[src/rtl/seg7_scan_decoder_pkg.sv]
// Symbol alphabet and pattern constants for the 4-digit 7-segment display path.
// The display driver uses the same constants, so both ends always agree on the encoding.
package seg7_pkg;

  localparam logic [6:0] PAT_D = 7'b0100001;
  localparam logic [6:0] PAT_E = 7'b0000110;
  localparam logic [6:0] PAT_1 = 7'b1111001;
  localparam logic [6:0] PAT_0 = 7'b1000000;

  typedef enum logic [1:0] {
    SYM_D = 2'd0,
    SYM_E = 2'd1,
    SYM_1 = 2'd2,
    SYM_0 = 2'd3
  } sym_e;

  localparam logic [3:0] AN_BLANK = 4'b1111;

  // Digit enables are active-low, so one selected digit means exactly one zero bit.
  function automatic logic an_onehot_low(input logic [3:0] an);
    return $onehot(~an);
  endfunction

  function automatic logic [1:0] an_index(input logic [3:0] an);
    logic [1:0] idx;
    idx = 2'd0;
    for (int i = 3; i >= 0; i--) begin
      if (!an[i]) idx = 2'(i);
    end
    return idx;
  endfunction

endpackage

[src/rtl/seg7_scan_decoder_if.sv]
// Multiplexed display bus plus the recovered-frame results of the scan decoder.
// The master modport is the side that drives the display lines and reads back the results.
interface seg7_scan_decoder_if;

  logic [6:0] SEG7;
  logic [3:0] AN;
  logic       CLR;
  logic [7:0] CODE;
  logic [3:0] DIG_VALID;
  logic [1:0] ROT;
  logic       ROT_VALID;
  logic       ERR;

  modport master (
    output SEG7, AN, CLR,
    input  CODE, DIG_VALID, ROT, ROT_VALID, ERR
  );

  modport slave (
    input  SEG7, AN, CLR,
    output CODE, DIG_VALID, ROT, ROT_VALID, ERR
  );

endinterface

[src/rtl/seg7_scan_decoder_lookup.sv]
// Combinational map from an active-low segment pattern to its 2-bit symbol code.
// An unknown pattern reports hit=0 and code=0.
module seg7_pattern_lookup
  import seg7_pkg::*;
(
  input  logic [6:0] seg7,
  output logic       hit,
  output logic [1:0] code
);

  always_comb begin
    hit  = 1'b1;
    code = SYM_D;
    case (seg7)
      PAT_D:   code = SYM_D;
      PAT_E:   code = SYM_E;
      PAT_1:   code = SYM_1;
      PAT_0:   code = SYM_0;
      default: hit  = 1'b0;
    endcase
  end

endmodule

[src/rtl/seg7_scan_decoder.sv]
// Reader end of the multiplexed 7-segment display: debounces {AN,SEG7}, recovers per-digit
// symbol codes and reports which rotation of the message "dE10" is on display.
module seg7_scan_decoder
  import seg7_pkg::*;
#(
  parameter int STABLE_CYCLES = 4,
  parameter int CNT_W         = 3
) (
  input  logic                 CLK,
  input  logic                 RESETn,
  seg7_scan_decoder_if.slave   bus
);

  logic [10:0]      smp_q, smp_d;
  logic [CNT_W-1:0] cnt_q, cnt_d;
  logic [7:0]       code_q, code_d;
  logic [3:0]       dig_valid_q, dig_valid_d;
  logic [1:0]       rot_q, rot_d;
  logic             rot_valid_q, rot_valid_d;
  logic             err_q, err_d;

  logic             same;
  logic             accept;
  logic [3:0]       smp_an;
  logic [6:0]       smp_seg;
  logic             hit;
  logic [1:0]       sym;
  logic [1:0]       idx;
  logic             rot_ok;

  assign smp_an  = smp_q[10:7];
  assign smp_seg = smp_q[6:0];

  seg7_pattern_lookup u_lookup (
    .seg7 (smp_seg),
    .hit  (hit),
    .code (sym)
  );

  // Accept fires only on the step into saturation, so a long hold yields a single accept.
  always_comb begin
    smp_d  = {bus.AN, bus.SEG7};
    same   = (smp_d == smp_q);
    cnt_d  = '0;
    if (same) begin
      cnt_d = (cnt_q == CNT_W'(STABLE_CYCLES)) ? cnt_q : cnt_q + CNT_W'(1);
    end
    accept = same && (cnt_q == CNT_W'(STABLE_CYCLES - 1));
  end

  always_comb begin
    code_d      = code_q;
    dig_valid_d = dig_valid_q;
    err_d       = 1'b0;
    idx         = an_index(smp_an);
    if (accept && (smp_an != AN_BLANK)) begin
      if (an_onehot_low(smp_an)) begin
        if (hit) begin
          code_d[{idx, 1'b0} +: 2] = sym;
          dig_valid_d[idx]         = 1'b1;
        end else begin
          dig_valid_d[idx] = 1'b0;
          err_d            = 1'b1;
        end
      end else begin
        err_d = 1'b1;
      end
    end
    // Clear discards any same-cycle accept, but an illegal sample is still flagged.
    if (bus.CLR) begin
      code_d      = code_q;
      dig_valid_d = '0;
    end
  end

  // Consecutive digits must step by one (mod 4); digit 0 then carries the rotation.
  always_comb begin
    rot_ok = (dig_valid_q == 4'b1111) &&
             (code_q[3:2] == code_q[1:0] + 2'd1) &&
             (code_q[5:4] == code_q[1:0] + 2'd2) &&
             (code_q[7:6] == code_q[1:0] + 2'd3);
    rot_valid_d = rot_ok;
    rot_d       = rot_ok ? code_q[1:0] : rot_q;
  end

  always_ff @(posedge CLK or negedge RESETn) begin
    if (!RESETn) begin
      smp_q       <= '1;
      cnt_q       <= '0;
      code_q      <= '0;
      dig_valid_q <= '0;
      rot_q       <= '0;
      rot_valid_q <= 1'b0;
      err_q       <= 1'b0;
    end else begin
      smp_q       <= smp_d;
      cnt_q       <= cnt_d;
      code_q      <= code_d;
      dig_valid_q <= dig_valid_d;
      rot_q       <= rot_d;
      rot_valid_q <= rot_valid_d;
      err_q       <= err_d;
    end
  end

  assign bus.CODE      = code_q;
  assign bus.DIG_VALID = dig_valid_q;
  assign bus.ROT       = rot_q;
  assign bus.ROT_VALID = rot_valid_q;
  assign bus.ERR       = err_q;

endmodule

[src/flat_wrapper.sv]
// flat-port wrapper written by rule: the top's interface ports become plain ports
module seg7_scan_decoder_flat import seg7_pkg::*;
#(
  parameter int STABLE_CYCLES = 4,
  parameter int CNT_W         = 3
)
  (CLK, RESETn, bus_SEG7, bus_AN, bus_CLR, bus_CODE, bus_DIG_VALID, bus_ROT, bus_ROT_VALID, bus_ERR);
  seg7_scan_decoder_if bus_i ();
  input  logic CLK;
  input  logic RESETn;
  input wire logic [$bits(bus_i.SEG7)-1:0] bus_SEG7;
  input wire logic [$bits(bus_i.AN)-1:0] bus_AN;
  input wire logic [$bits(bus_i.CLR)-1:0] bus_CLR;
  output wire logic [$bits(bus_i.CODE)-1:0] bus_CODE;
  output wire logic [$bits(bus_i.DIG_VALID)-1:0] bus_DIG_VALID;
  output wire logic [$bits(bus_i.ROT)-1:0] bus_ROT;
  output wire logic [$bits(bus_i.ROT_VALID)-1:0] bus_ROT_VALID;
  output wire logic [$bits(bus_i.ERR)-1:0] bus_ERR;
  assign bus_i.SEG7 = bus_SEG7;
  assign bus_i.AN = bus_AN;
  assign bus_i.CLR = bus_CLR;
  assign bus_CODE = bus_i.CODE;
  assign bus_DIG_VALID = bus_i.DIG_VALID;
  assign bus_ROT = bus_i.ROT;
  assign bus_ROT_VALID = bus_i.ROT_VALID;
  assign bus_ERR = bus_i.ERR;
  seg7_scan_decoder #(.STABLE_CYCLES(STABLE_CYCLES), .CNT_W(CNT_W)) u_core (.CLK(CLK), .RESETn(RESETn), .bus(bus_i));
endmodule
[config.mk]
export PLATFORM = sky130hd
export DESIGN_NAME = seg7_scan_decoder_flat
export DESIGN_NICKNAME = d
export VERILOG_FILES = /design/src/rtl/seg7_scan_decoder_pkg.sv /design/src/rtl/seg7_scan_decoder_if.sv /design/src/rtl/seg7_scan_decoder_lookup.sv /design/src/rtl/seg7_scan_decoder.sv /design/src/flat_wrapper.sv
export SDC_FILE = /design/constraint.sdc
export NUM_CORES = 1
export LEC_CHECK = 0
export BUFFER_PORTS_ARGS = -buffer_cell sky130_fd_sc_hd__buf_2
export CORE_ASPECT_RATIO = 1.5
export CORE_MARGIN = 4
export CORE_UTILIZATION = 45
export CTS_BUF_LIST = sky130_fd_sc_hd__clkbuf_4 sky130_fd_sc_hd__clkbuf_8
export CTS_CLUSTER_SIZE = 8
export DETAILED_ROUTE_END_ITERATION = 7
export PLACE_DENSITY = 0.75
export SLEW_MARGIN = 25
export SYNTH_ARGS = -nofsm -noshare
export SYNTH_HDL_FRONTEND = slang
export SYNTH_SLANG_ARGS = --single-unit
[constraint.sdc]
create_clock -name CLK -period 5.05 [get_ports CLK]
set_clock_uncertainty 0.1 [all_clocks]
set_input_delay 1.01 -clock CLK [delete_from_list [all_inputs] [get_ports CLK]]
set_output_delay 1.01 -clock CLK [all_outputs]
set_load 0.01 [all_outputs]
==> results.txt, run 1 <==
----------------------------------------------------
[Setup path]
  Slowest cell on the critical path ... dfstp_2
  Series of cell instances along the critical path ... inv_1, ha_1, ha_1, fa_1, nor3b_1, nand3_1, nor4_4, nand3_1, mux2_1
  Largest fanout on the critical path ... 8
  Critical path capture point type ... flip-flop
  Highest cell delay on the worst timing path ... roughly 570 ps
  Cell family with the largest share of critical-path delay ... simple AND/OR/NAND/NOR gates
  Critical path startpoint category ... flip-flop
  Setup CP Type ... reg2reg
  Data arrival at the endpoint of the critical path ... roughly 3200 ps
  Required time worst endpoint ... about 5100 ps
  Count of buffer and inverter cells on the critical path ... 1
  Length in cells of the worst reg-to-reg path ... 9
  Stages on worst setup path ... 9

[Floorplanning]
  Initial standard-cell utilization of the core ... 47.74%
  Boundary Pins ... 30
  DIE HEIGHT ... 82.42 um
  Placement row count ... 26
  Core Area ... ~3500 um2
  Overall die area ... 4749 um2
  Die boundary width ... 57.62 um

[Drt]
  Detail-routed net length per standard cell ... 13.75 um
  Antenna Nets Post-Route ... 0
  Number of remaining DRC errors ... 0
  Via/cell ratio ... 5.326
  Via count ... 1193
  Final wirelength ... 3.079 mm
  Starting DRT DRC Count ... 30
  Number of detailed-routing iterations run before antenna repair ... 4

[Finish]
  Antenna diode count ... 0
  Post-layout nets ... between 200 and 250
  Most used cells in the layout excluding fill and tap cells ... buf_2 (29), dfrtp_1 (19), xnor2_1 (14), ha_1 (14), inv_1 (12)
  Fraction of final layout cells with drive strength greater than 1 ... 29.12%
  Synthesis-to-finish area growth ... 19.13%
  Finished Layout Cells ... about 220
  Most frequent standard cell in the layout excluding fill and tap cells ... buf_2

[Synth]
  Synthesized Nets ... ~170
  Top cells by area in the synthesized netlist ... dfrtp_1 (29%), dfstp_2 (17%), ha_1 (11%), xnor2_1 (7.4%), mux2_1 (6.8%)
  Fraction of registers with async set/reset ... 100.0%
  Count of different cell masters after synthesis ... 35
  Avg Inst Size Synth ... 11.46 um2
  Number of flops mapped to enable cells by yosys ... 0
  Post-synthesis sequential area ratio ... between 40% and 50%
  Post-synth top area share ... about 29%
  Warnings from Yosys ... 0
  Primary FF master, synth ... dfrtp_1
  Number of synthesized register bits ... 30
  Post-synthesis instance area ... roughly 1700 um2
  Number of instances in the synthesized netlist ... 145
  Cell taking the most area after synthesis ... dfrtp_1

[Placed design]
  Number of instances in the placed design ... 216
  Port-buffer cells ... 29
  Placer's final routability congestion estimate ... between 0.9 and 1
  HPWL after detailed placement ... 2.493 mm

[Power]
  Leakage power summed over all cells ... 0.9604 nW
  Switching Share ... around a fifth
  Share of total power in sequential cells ... roughly 46%
  Sw Pwr ... 115.6 uW
  Clock power share ... 45.6%
  Power Dens Cells ... 277.8 nW/um2
  Internal Pwr Total ... 434.4 uW
  Logic pwr share ... 8.2%
  Maximum vdd drop ... 200.2 uV

[Clock tree]
  Clock tree from TritonCTS ... built
  Buffers inserted during post-CTS setup optimization ... 0
  Clock network latency to the later pin of the worst-skew pair ... roughly 280 ps
  CTS Buf Count ... 5
  Clock edge transition at the registers on the reported setup and hold paths ... 60 ps
  H-tree level count ... 2
  Number of cells upsized or downsized after cts ... 0
  CTS hold repair buffers ... 0
  Num Clock Sinks ... 30
  Library cell used as clock root buffer ... clkbuf_8
  Number of buffers on the longest clock path ... 2

[GRT]
  Via count of the first global-routing pass ... 1290
  Maximum number of pins on one net before global-route repair ... 31
  Antenna violations before repair ... 0
  Global-route wire length before repair ... 5.485 mm
  Remaining Overflow, GRT ... 0
  Global router's overall resource usage ... 15.17%

[Worst hold path]
  Hold Crit Class ... reg2reg
  Worst hold path depth ... 1

[Timing]
  Max-slew headroom at the worst pin ... 57.40%
  Final Hold Violating Endpoints ... 0
  Setup repair after global routing missed its margin ... false
  Highest achievable clock rate ... 316.0 MHz
  Slew Limit Fails ... 0
  Shortest clock period the worst path allows after layout ... between 3000 and 4000 ps
  Measured slew at the worst slew-check pin ... between 600 and 700 ps
  Setup-violating endpoint count in the final report ... 0
  Share of the clock period used by the worst path after layout ... 62.67%
  Fin Setup TNS ... 0 ps

[Status]
  Outcome ... completed

[Run]
  # Max-Cap Violations ... 0

----------------------------------------------------
-- metrics by stage --
stage                     utilization, %  power (mW)  cell area (um2)  hold WS, ps  setup WS [ps]
after floorplan                        -      0.2844             1662        434.4           2158
after CTS                          56.87      0.5574             1979        395.0           1872
final                              56.87      0.5500             1979        389.4           1885
after global placement             53.41      0.3013             1859        371.6           1988
after detailed placement           53.41      0.3037             1859        379.7           1887
after global routing               56.87      0.5781             1979        417.1           1757
-- routing by layer --
layer | routed length (um) | GRT usage [%] | up-vias
li1 | - | - | 578
met1 | 1149 | 15.35 | 570
met2 | 1615 | 26.92 | 37
met3 | 217 | 4.821 | 8
met4 | 96 | 9.049 | 0
met5 | 0 | 0 | -
-- power groups by stage --
| stage | logic (mW) | clock network [mW] | registers [mW] |
|---|---|---|---|
| final | 0.0451 | 0.251 | 0.254 |
| after global routing | 0.0520 | 0.271 | 0.255 |
| after CTS | 0.0459 | 0.257 | 0.254 |
| after detailed placement | 0.0454 | 0 | 0.258 |
| after global placement | 0.0435 | 0 | 0.258 |
| after floorplan | 0.0272 | 0 | 0.257 |
-- logic make-up (layout without fill, tap and decap cells) --
family	Yosys count	count (layout)	share of synthesized area (%)
AND/OR/NAND/NOR	51	51	18.52
flip-flops	30	30	46.01
adder cells (fa/ha/maj)	15	15	11.75
XOR/XNOR	14	14	7.380
multiplexers	12	12	7.982
buffers and inverters	12	49	2.711
AO/OA/AOI/OAI	11	11	5.648
-- worst reg2reg max path: cells and delay by family (launching register included) --
kind	cells	cell delay, ps
AND/OR/NAND/NOR	4	1030
adder cells (fa/ha/maj)	3	940
flip-flops	1	570
multiplexers	1	360
buffers and inverters	1	60
-- path summary, 6_finish.rpt --
| kind | startpoint | slack [ps] | endpoint |
|---|---|---|---|
| worst min register to register | u_core.bus.ROT[1] | 390 | u_core.bus.ROT[1] |
| worst min-delay path | u_core.bus.ROT[1] | 390 | u_core.bus.ROT[1] |
| worst max register to register | u_core.smp_q[9] | 1890 | u_core.bus.CODE[6] |
| worst max-delay path | u_core.smp_q[9] | 1890 | u_core.bus.CODE[6] |
| min in group asynchronous | RESETn | 640 | u_core.bus.ROT[0] |
| max in group asynchronous | RESETn | 3780 | u_core.bus.DIG_VALID[1] |
-- flip-flops by register name (all words and copies together) (netlist names) --
| name | flops |
|---|---|
| u_core.bus.ROT_VALID | 1 |
| u_core.bus.CODE | 8 |
| u_core.bus.ROT | 2 |
| u_core.cnt_q | 3 |
| u_core.bus.DIG_VALID | 4 |
| u_core.bus.ERR | 1 |
| u_core.smp_q | 11 |
-- synth_stat cells, drive strengths merged, types with 4 or more instances --
cell type,number
a21oi,4
dfrtp,19
dfstp,11
ha,14
inv,12
mux2,10
nand2,9
nand2b,4
nand3,6
nand4,4
nor2,7
xnor2,14
-- layout make-up --
| type | instances | area [um2] |
|---|---|---|
| Multi-Input combinational cell | 103 | 852.1 |
| Clock inverter | 1 | 30.03 |
| Tap cell | 42 | 52.55 |
| Fill cell | 307 | 1501 |
| Clock buffer | 7 | 90.09 |
| Timing Repair Buffer | 29 | 145.1 |
| Sequential cell | 30 | 764.5 |
| Inverter | 12 | 45.04 |
Power figures use the tool's default switching activity.
==> run 2, diff against run 1 <==
--- a/config.mk
+++ b/config.mk
@@ -5,6 +5,7 @@
 export SDC_FILE = /design/constraint.sdc
 export NUM_CORES = 1
 export LEC_CHECK = 0
+export ABC_AREA = 1
 export BUFFER_PORTS_ARGS = -buffer_cell sky130_fd_sc_hd__buf_2
 export CORE_ASPECT_RATIO = 1.5
 export CORE_MARGIN = 4
@@ -12,7 +13,7 @@
 export CTS_BUF_LIST = sky130_fd_sc_hd__clkbuf_4 sky130_fd_sc_hd__clkbuf_8
 export CTS_CLUSTER_SIZE = 8
 export DETAILED_ROUTE_END_ITERATION = 7
-export PLACE_DENSITY = 0.75
+export PLACE_DENSITY = 0.77
 export SLEW_MARGIN = 25
 export SYNTH_ARGS = -nofsm -noshare
 export SYNTH_HDL_FRONTEND = slang
==> constraint.sdc (replaced) <==
create_clock -name CLK -period 2.85 [get_ports CLK]
set_clock_uncertainty 0.1 [all_clocks]
set_input_delay 0.57 -clock CLK [delete_from_list [all_inputs] [get_ports CLK]]
set_output_delay 0.57 -clock CLK [all_outputs]
set_load 0.01 [all_outputs]
==> run 2 against run 1 <==
Effect of this change:
- sequential share of layout area decreased by 2.2 points
- die area increased by 7.8%
- clock-buffer cell count unchanged
- routed wire length increased by 11%
- critical path depth increased by 1
- sequential cell count unchanged
- critical endpoint is now u_core.bus.CODE[3]
- highest routed layer unchanged
==> results.txt, run 2 <==
----------------------------------------------------
[Status]
  Outcome ... completed

[Placed design]
  Port-buffer cells ... 29 (unchanged)
  Placer's final routability congestion estimate ... 0.8814 (-2.3%)
  HPWL after detailed placement ... 2.718 mm (+9.0%)
  Instance area at placement ... 1998 um2 (+7.5%)

[Power]
  Maximum vdd drop ... 338.5 uV (+69%)
  Leakage power summed over all cells ... 1.116 nW (+16%)
  Power Dens Cells ... 440.8 nW/um2 (+59%)

[Drt]
  Number of remaining DRC errors ... 0 (unchanged)
  Starting DRT DRC Count ... 34 (+13%)
  Via/cell ratio ... 4.925 (-7.5%)
  Via count ... 1507 (+26%)
  Antenna Nets Post-Route ... 0 (unchanged)
  Final wirelength ... 3.430 mm (+11%)
  Number of detailed-routing iterations run before antenna repair ... 6 (+2)
  Detail-routed net length per standard cell ... 11.21 um (-18%)

[Timing]
  Highest achievable clock rate ... 378.6 MHz (+20%)
  Shortest clock period the worst path allows after layout ... 2641 ps (-523.2 ps)
  Setup repair after global routing missed its margin ... false
  Slew Limit Fails ... 0 (unchanged)
  Max-slew headroom at the worst pin ... 57.47% (+0.063 points)
  Final Hold Violating Endpoints ... 0 (unchanged)
  Setup-violating endpoint count in the final report ... 0 (unchanged)
  Fin Setup TNS ... 0 ps (unchanged)
  Share of the clock period used by the worst path after layout ... 92.68% (+30 points)
  Post-route worst hold slack ... 203.9 ps (-185.5 ps)
  Measured slew at the worst slew-check pin ... 638.0 ps (-0.9457 ps)

[Setup path]
  Slowest cell on the critical path ... dfstp_2
  Capture point of the critical path ... u_core.bus.CODE[3]
  Worst-case register-to-register setup slack ... 210 ps (-1680 ps)
  Worst setup path start ... u_core.smp_q[7]
  Data arrival at the endpoint of the critical path ... 2710 ps (-520 ps)
  Highest cell delay on the worst timing path ... 560 ps (about the same)
  Cell family with the largest share of critical-path delay ... adder cells
  Critical R2R Capture ... u_core.bus.CODE[3]
  Cell occurring most often along the worst timing path ... nand2_1
  Worst flop-to-flop path startpoint ... u_core.smp_q[7]
  Count of buffer and inverter cells on the critical path ... 1 (unchanged)
  Setup CP Type ... reg2reg
  Series of cell instances along the critical path ... inv_1, ha_1, ha_1, fa_1, nor3b_2, nand3_2, nor2_4, nand2_1, nand2_1, nand2_1
  Largest fanout on the critical path ... 12 (+4)
  Critical path startpoint category ... flip-flop
  Stages on worst setup path ... 10 (+1)
  Length in cells of the worst reg-to-reg path ... 10 (+1)
  Required time worst endpoint ... 2920 ps (-2190 ps)
  Critical path capture point type ... flip-flop

[Finish]
  Multi-input gate area ... 939.7 um2 (+10%)
  Synthesis-to-finish area growth ... 16.06%
  Fin util ... 53.48% (-3.4 points)
  Post-layout nets ... 289 (+38%)
  Most frequent standard cell in the layout excluding fill and tap cells ... nand2_1
  Register with the most flip-flops ... u_core.smp_q
  Final instance area ... 2098 um2 (+6.0%)
  Filler cell count in the final layout ... 405 (+32%)
  Most used cells in the layout excluding fill and tap cells ... nand2_1 (66), buf_2 (29), nor2_1 (25)
  Footprint of the flip-flops and latches ... 764.5 um2 (unchanged)
  Fraction of final layout cells with drive strength greater than 1 ... 25.67% (-3.5 points)
  Antenna diode count ... 0 (unchanged)
  Flip-flop count of the largest register, all copies and words added ... 11 (unchanged)

[GRT]
  Most utilized layer in the global route result ... met2
  GR Layer Usage met1 ... 15.39% (+0.038 points)
  Antenna violations before repair ... 0 (unchanged)
  Maximum number of pins on one net before global-route repair ... 31 (unchanged)
  Global router's overall resource usage ... 14.91% (-0.26 points)
  Met3 track utilization from global routing ... 4.066% (-0.75 points)
  Global-route wire length before repair ... 5.906 mm (+7.7%)
  Remaining Overflow, GRT ... 0 (unchanged)
  Via count of the first global-routing pass ... 1478 (+15%)
  Met2 capacity usage during global routing ... 26.87% (-0.053 points)

[Worst hold path]
  Hold Crit Class ... in2async

[Synth]
  Number of flops mapped to enable cells by yosys ... 0 (unchanged)
  Most frequent cells after synthesis ... nand2_1 (66), nor2_1 (25), nand3_1 (21), inv_1 (20), dfrtp_1 (19)
  Synthesized-area fraction occupied by adder cells ... 10.80% (-0.95 points)
  Fraction of synthesized area in multiplexers ... 0% (-8.0 points)
  Number of instances in the synthesized netlist ... 225 (+55%)
  Cell taking the most area after synthesis ... dfrtp_1
  Library cell with the highest instance count after synthesis ... nand2_1
  Avg Inst Size Synth ... 8.035 um2 (-30%)
  Number of synthesized register bits ... 30 (unchanged)
  Synthesized Nets ... 254 (+46%)
  Count of different cell masters after synthesis ... 27 (-23%)
  Fraction of registers with async set/reset ... 100.0% (unchanged)
  Warnings from Yosys ... 0 (unchanged)
  Primary FF master, synth ... dfrtp_1
  Top cells by area in the synthesized netlist ... dfrtp_1 (26%), dfstp_2 (16%), nand2_1 (14%), ha_1 (9.7%), nand3_1 (5.8%)
  Post-synth top area share ... 26.30% (-2.3 points)
  Simple logic cell fraction of the synthesized area ... 33.43% (+15 points)
  Post-synthesis instance area ... 1808 um2 (+8.8%)
  Post-synthesis sequential area ratio ... 42.28% (-3.7 points)
  Largest family of logic cells by synthesized area ... simple AND/OR/NAND/NOR gates
  Post-synthesis compound-gate area fraction ... 3.599% (-2.0 points)
  Xor/xnor cell area share of the yosys netlist ... 3.875% (-3.5 points)

[Clock tree]
  H-tree level count ... 2 (unchanged)
  Clock tree from TritonCTS ... built
  Buffers inserted during post-CTS setup optimization ... 0 (unchanged)
  Clock network latency to the later pin of the worst-skew pair ... 280 ps (about the same)
  CTS Buf Count ... 5 (unchanged)
  Num Clock Sinks ... 30 (unchanged)
  Clock edge transition at the registers on the reported setup and hold paths ... 60 ps (about the same)
  Library cell used as clock root buffer ... clkbuf_8
  Number of buffers on the longest clock path ... 2 (unchanged)

[Floorplanning]
  Die boundary width ... 59.76 um (+3.7%)
  Initial standard-cell utilization of the core ... 46.08% (-1.7 points)
  Core Area ... 3924 um2 (+13%)
  Boundary Pins ... 30 (unchanged)
  Placement row count ... 28 (+7.7%)
  Overall die area ... 5117 um2 (+7.8%)
  DIE HEIGHT ... 85.63 um (+3.9%)

[Run]
  # Max-Cap Violations ... 0 (unchanged)

----------------------------------------------------
[run 2: cell type report]
type                            count  area share, %
Clock inverter                      1         0.2385
Inverter                           26          4.651
Timing Repair Buffer               29          6.917
Sequential cell                    30          36.43
Tap cell                           45          2.683
Clock buffer                        7          4.293
Multi-Input combinational cell    168          44.78
[run 2: cell families after synthesis]
logic type | count (synthesis)
adder cells (fa/ha/maj) | 15
AND/OR/NAND/NOR | 133
flip-flops | 30
XOR/XNOR | 8
AO/OA/AOI/OAI | 12
buffers and inverters | 27
[run 2: stage by stage]
| stage | instances | worst slack [ps] | total power [mW] |
|---|---|---|---|
| CTS | 306 | 64.54 | 0.9328 |
| global placement | 298 | 185.2 | 0.5706 |
| global route | 306 | 10.80 | 0.9775 |
| finish | 306 | 208.6 | 0.9249 |
| detailed placement | 298 | 98.05 | 0.5750 |
| floorplan | 225 | 306.4 | 0.5316 |
[run 2: worst min-delay path by stage]
stage | start | endpoint | slack, ps
2_1_floorplan | RESETn | u_core.bus.CODE[0] | 170
3_3_place_gp | u_core.bus.ROT[0] | u_core.bus.ROT[0] | 360
3_5_place_dp | u_core.bus.ROT[1] | u_core.bus.ROT[1] | 360
5_1_grt | RESETn | u_core.bus.DIG_VALID[1] | 260
6_report | RESETn | u_core.bus.DIG_VALID[1] | 200
4_1_cts | RESETn | u_core.bus.DIG_VALID[1] | 230
[run 2: power by group]
group	switching (mW)	leakage, nW	internal, mW	total [mW]
Combinational	0.0671	0.685	0.0426	0.110
Clock	0.153	0.0517	0.204	0.357
Sequential	0.0135	0.379	0.445	0.459
Total	0.233	1.12	0.692	0.925
[run 2: timing repair]
item / 4_1_cts / 5_1_grt
hold buffers: 0 / 0
resized for setup: 0 / 1
setup endpoints to repair: 0 / 12
[run 2: worst reg2reg max path: stages (launching register included)]
cell and delay [ps]:
dfstp_2 560, inv_1 60, ha_1 290, ha_1 190
fa_1 450, nor3b_2 260, nand3_2 130, nor2_4 240
nand2_1 130, nand2_1 80, nand2_1 40
[run 2: layer usage]
layer | up-vias | routed length, um | part of all wire (%)
li1 | 783 | - | -
met1 | 687 | 1297 | 38
met2 | 31 | 1845 | 54
met3 | 6 | 214 | 6.2
met4 | 0 | 72 | 2.1
met5 | - | 0 | 0
==> run 3, diff against run 2 <==
--- a/config.mk
+++ b/config.mk
@@ -5,7 +5,6 @@
 export SDC_FILE = /design/constraint.sdc
 export NUM_CORES = 1
 export LEC_CHECK = 0
-export ABC_AREA = 1
 export BUFFER_PORTS_ARGS = -buffer_cell sky130_fd_sc_hd__buf_2
 export CORE_ASPECT_RATIO = 1.5
 export CORE_MARGIN = 4
@@ -14,6 +13,7 @@
 export CTS_CLUSTER_SIZE = 8
 export DETAILED_ROUTE_END_ITERATION = 7
 export PLACE_DENSITY = 0.77
+export SETUP_SLACK_MARGIN = 0.4
 export SLEW_MARGIN = 25
 export SYNTH_ARGS = -nofsm -noshare
 export SYNTH_HDL_FRONTEND = slang
==> run 3 against run 2 <==
Effect of this change:
- the run now ends with negative setup slack left
- sequential power is 2% lower
- power shrank 1.3%
- combinational power hardly changed
- final area up 3.8%
- clock power is essentially flat
- via count fell by 16%
- first-iteration DRC count decreased by 50%
- non-clock buffer count increased by 13
- highest routed layer unchanged
==> results.txt, run 3 (synthesis gave the netlist of run 1 again) <==
----------------------------------------------------
[Setup path]
  Critical path capture point type ... flip-flop
  Required time worst endpoint ... 2920 ps (about the same)
  Critical path startpoint category ... flip-flop
  Data arrival at the endpoint of the critical path ... 2920 ps (+210 ps)
  Setup CP Type ... reg2reg
  Largest fanout on the critical path ... 3 (-9)

[Timing]
  Measured slew at the worst slew-check pin ... 634.7 ps (-3.302 ps)
  Post-route worst hold slack ... 200.5 ps (-3.471 ps)
  Max-slew headroom at the worst pin ... 57.69% (+0.22 points)
  Setup-violating endpoint count in the final report ... 1 (+1)
  Final worst setup slack ... -3.147 ps (-211.8 ps)
  Slew Limit Fails ... 0 (unchanged)
  Highest achievable clock rate ... 350.5 MHz (-7.4%)
  Shortest clock period the worst path allows after layout ... 2853 ps (+211.8 ps)
  Fin Setup TNS ... -3.147 ps (-3.147 ps)
  Setup repair after global routing missed its margin ... true
  Share of the clock period used by the worst path after layout ... 100.1% (+7.4 points)
  Final Hold Violating Endpoints ... 0 (unchanged)

[GRT]
  Global router's overall resource usage ... 17.25% (+2.3 points)
  Maximum number of pins on one net before global-route repair ... 31 (unchanged)
  Remaining Overflow, GRT ... 0 (unchanged)
  Global-route wire length before repair ... 6.127 mm (+3.7%)
  Antenna violations before repair ... 0 (unchanged)
  Via count of the first global-routing pass ... 1350 (-8.7%)

[Drt]
  Via count ... 1262 (-16%)
  Number of remaining DRC errors ... 0 (unchanged)
  Detail-routed net length per standard cell ... 15.27 um (+36%)
  Final wirelength ... 3.618 mm (+5.5%)
  Via/cell ratio ... 5.325 (+8.1%)
  Antenna Nets Post-Route ... 0 (unchanged)
  Number of detailed-routing iterations run before antenna repair ... 4 (-2)
  Starting DRT DRC Count ... 17 (-50%)

[Placed design]
  Number of instances in the placed design ... 223 (-25%)
  Port-buffer cells ... 29 (unchanged)
  Placer's final routability congestion estimate ... 0.8389 (-4.8%)
  HPWL after detailed placement ... 2.694 mm (-0.89%)
  Instance area at placement ... 1964 um2 (-1.7%)
  Pre-CTS setup slack ... -136.1 ps (-234.1 ps)

[Floorplanning]
  Core Area ... 3481 um2 (-11%)
  Initial standard-cell utilization of the core ... 47.74% (+1.7 points)
  DIE HEIGHT ... 82.42 um (-3.7%)
  Die boundary width ... 57.62 um (-3.6%)
  Boundary Pins ... 30 (unchanged)
  Placement row count ... 26 (-7.1%)
  Overall die area ... 4749 um2 (-7.2%)

[Finish]
  Finished Layout Cells ... 237 (-23%)
  Most frequent standard cell in the layout excluding fill and tap cells ... buf_2
  Most used cells in the layout excluding fill and tap cells ... buf_2 (29), dfrtp_1 (19), xnor2_1 (14)
  Synthesis-to-finish area growth ... 31.02%
  Post-layout nets ... 223 (-23%)
  Multi-input gate area ... 973.4 um2 (+3.6%)
  Fin util ... 62.54% (+9.1 points)
  Antenna diode count ... 0 (unchanged)
  Footprint of the flip-flops and latches ... 764.5 um2 (unchanged)
  Flip-flop count of the largest register, all copies and words added ... 11 (unchanged)
  Register with the most flip-flops ... u_core.smp_q
  Fraction of final layout cells with drive strength greater than 1 ... 44.10% (+18 points)
  Filler cell count in the final layout ... 270 (-33%)
  Final instance area ... 2177 um2 (+3.8%)

[Power]
  Power Dens Cells ... 419.2 nW/um2 (-4.9%)
  Design Power ... 912.7 uW (-1.3%)
  Leakage power summed over all cells ... 1.052 nW (-5.7%)
  Maximum vdd drop ... 448.2 uV (+32%)

[Clock tree]
  H-tree level count ... 2 (unchanged)
  Clock edge transition at the registers on the reported setup and hold paths ... 60 ps (about the same)
  Library cell used as clock root buffer ... clkbuf_8
  Number of buffers on the longest clock path ... 2 (unchanged)
  Num Clock Sinks ... 30 (unchanged)
  Clock tree from TritonCTS ... built
  CTS Buf Count ... 5 (unchanged)
  Clock network latency to the later pin of the worst-skew pair ... 290 ps (about the same)
  CTS hold repair buffers ... 0 (unchanged)

[Run]
  # Max-Cap Violations ... 0 (unchanged)

[Status]
  Violated checks ... negative setup slack
  Outcome ... finished, violations left

[Worst hold path]
  Hold Crit Class ... in2async

----------------------------------------------------
## run 3: changes by cell type in the layout (fill, tap and decap cells not counted), sizes merged, moves of 8 or more
cell,previous run,this run
buf,29,42
inv,26,12
mux2,0,10
nand2,69,9
nand3,23,6
nor2,32,7
xnor2,6,14
## run 3: final cells by class
class                   instances  area share, %
inverters                      12          2.069
well taps                      42          2.414
flip-flops and latches         30          35.11
repair buffers                 42          11.32
multi-input cells             103          44.71
clock inverters                 1         0.2299
clock buffers                   7          4.138
## run 3: worst paths after layout
| kind | startpoint | cells after the start | slack [ps] | endpoint |
|---|---|---|---|---|
| worst max-delay path | u_core.smp_q[8] | 10 | -3 | u_core.bus.CODE[6] |
| worst max register to register | u_core.smp_q[8] | 10 | -3 | u_core.bus.CODE[6] |
| max in group asynchronous | RESETn | 1 | 2030 | u_core.bus.CODE[6] |
| worst min-delay path | RESETn | 1 | 200 | u_core.bus.ROT[1] |
| worst min register to register | u_core.bus.ROT[1] | 1 | 400 | u_core.bus.ROT[1] |
| min in group CLK | bus_SEG7[5] | 1 | 300 | u_core.smp_q[5] |
## run 3: metal layers
layer / track usage [%] / wire (um) / share of wire [%]
met1: 17.28 / 1325 / 37
met2: 32.47 / 1995 / 55
met3: 5.599 / 238 / 6.6
met4: 6.729 / 59 / 1.6
met5: 0 / 0 / 0
## run 3: report_power, final
group	internal, mW	switching (mW)	leakage [nW]	total (mW)
logic	0.0525	0.0574	0.619	0.110
registers	0.441	0.00846	0.381	0.449
clock network	0.204	0.150	0.0517	0.354
## run 3: timing repair
action,4_1_cts,5_1_grt
endpoints found under the hold margin,0,0
buffers inserted,4,2
pin swaps,4,1
setup endpoints to repair,12,12
resized for setup,12,5
## run 3: worst max-delay path, cell delays in order, from the launching register on
cell and delay, ps:
dfstp_2 530, inv_2 50, ha_4 240, ha_4 150, fa_1 460, nor3b_2 230
nand3_1 150, nor4_4 220, buf_4 200, nand3_4 90, mux2_4 320
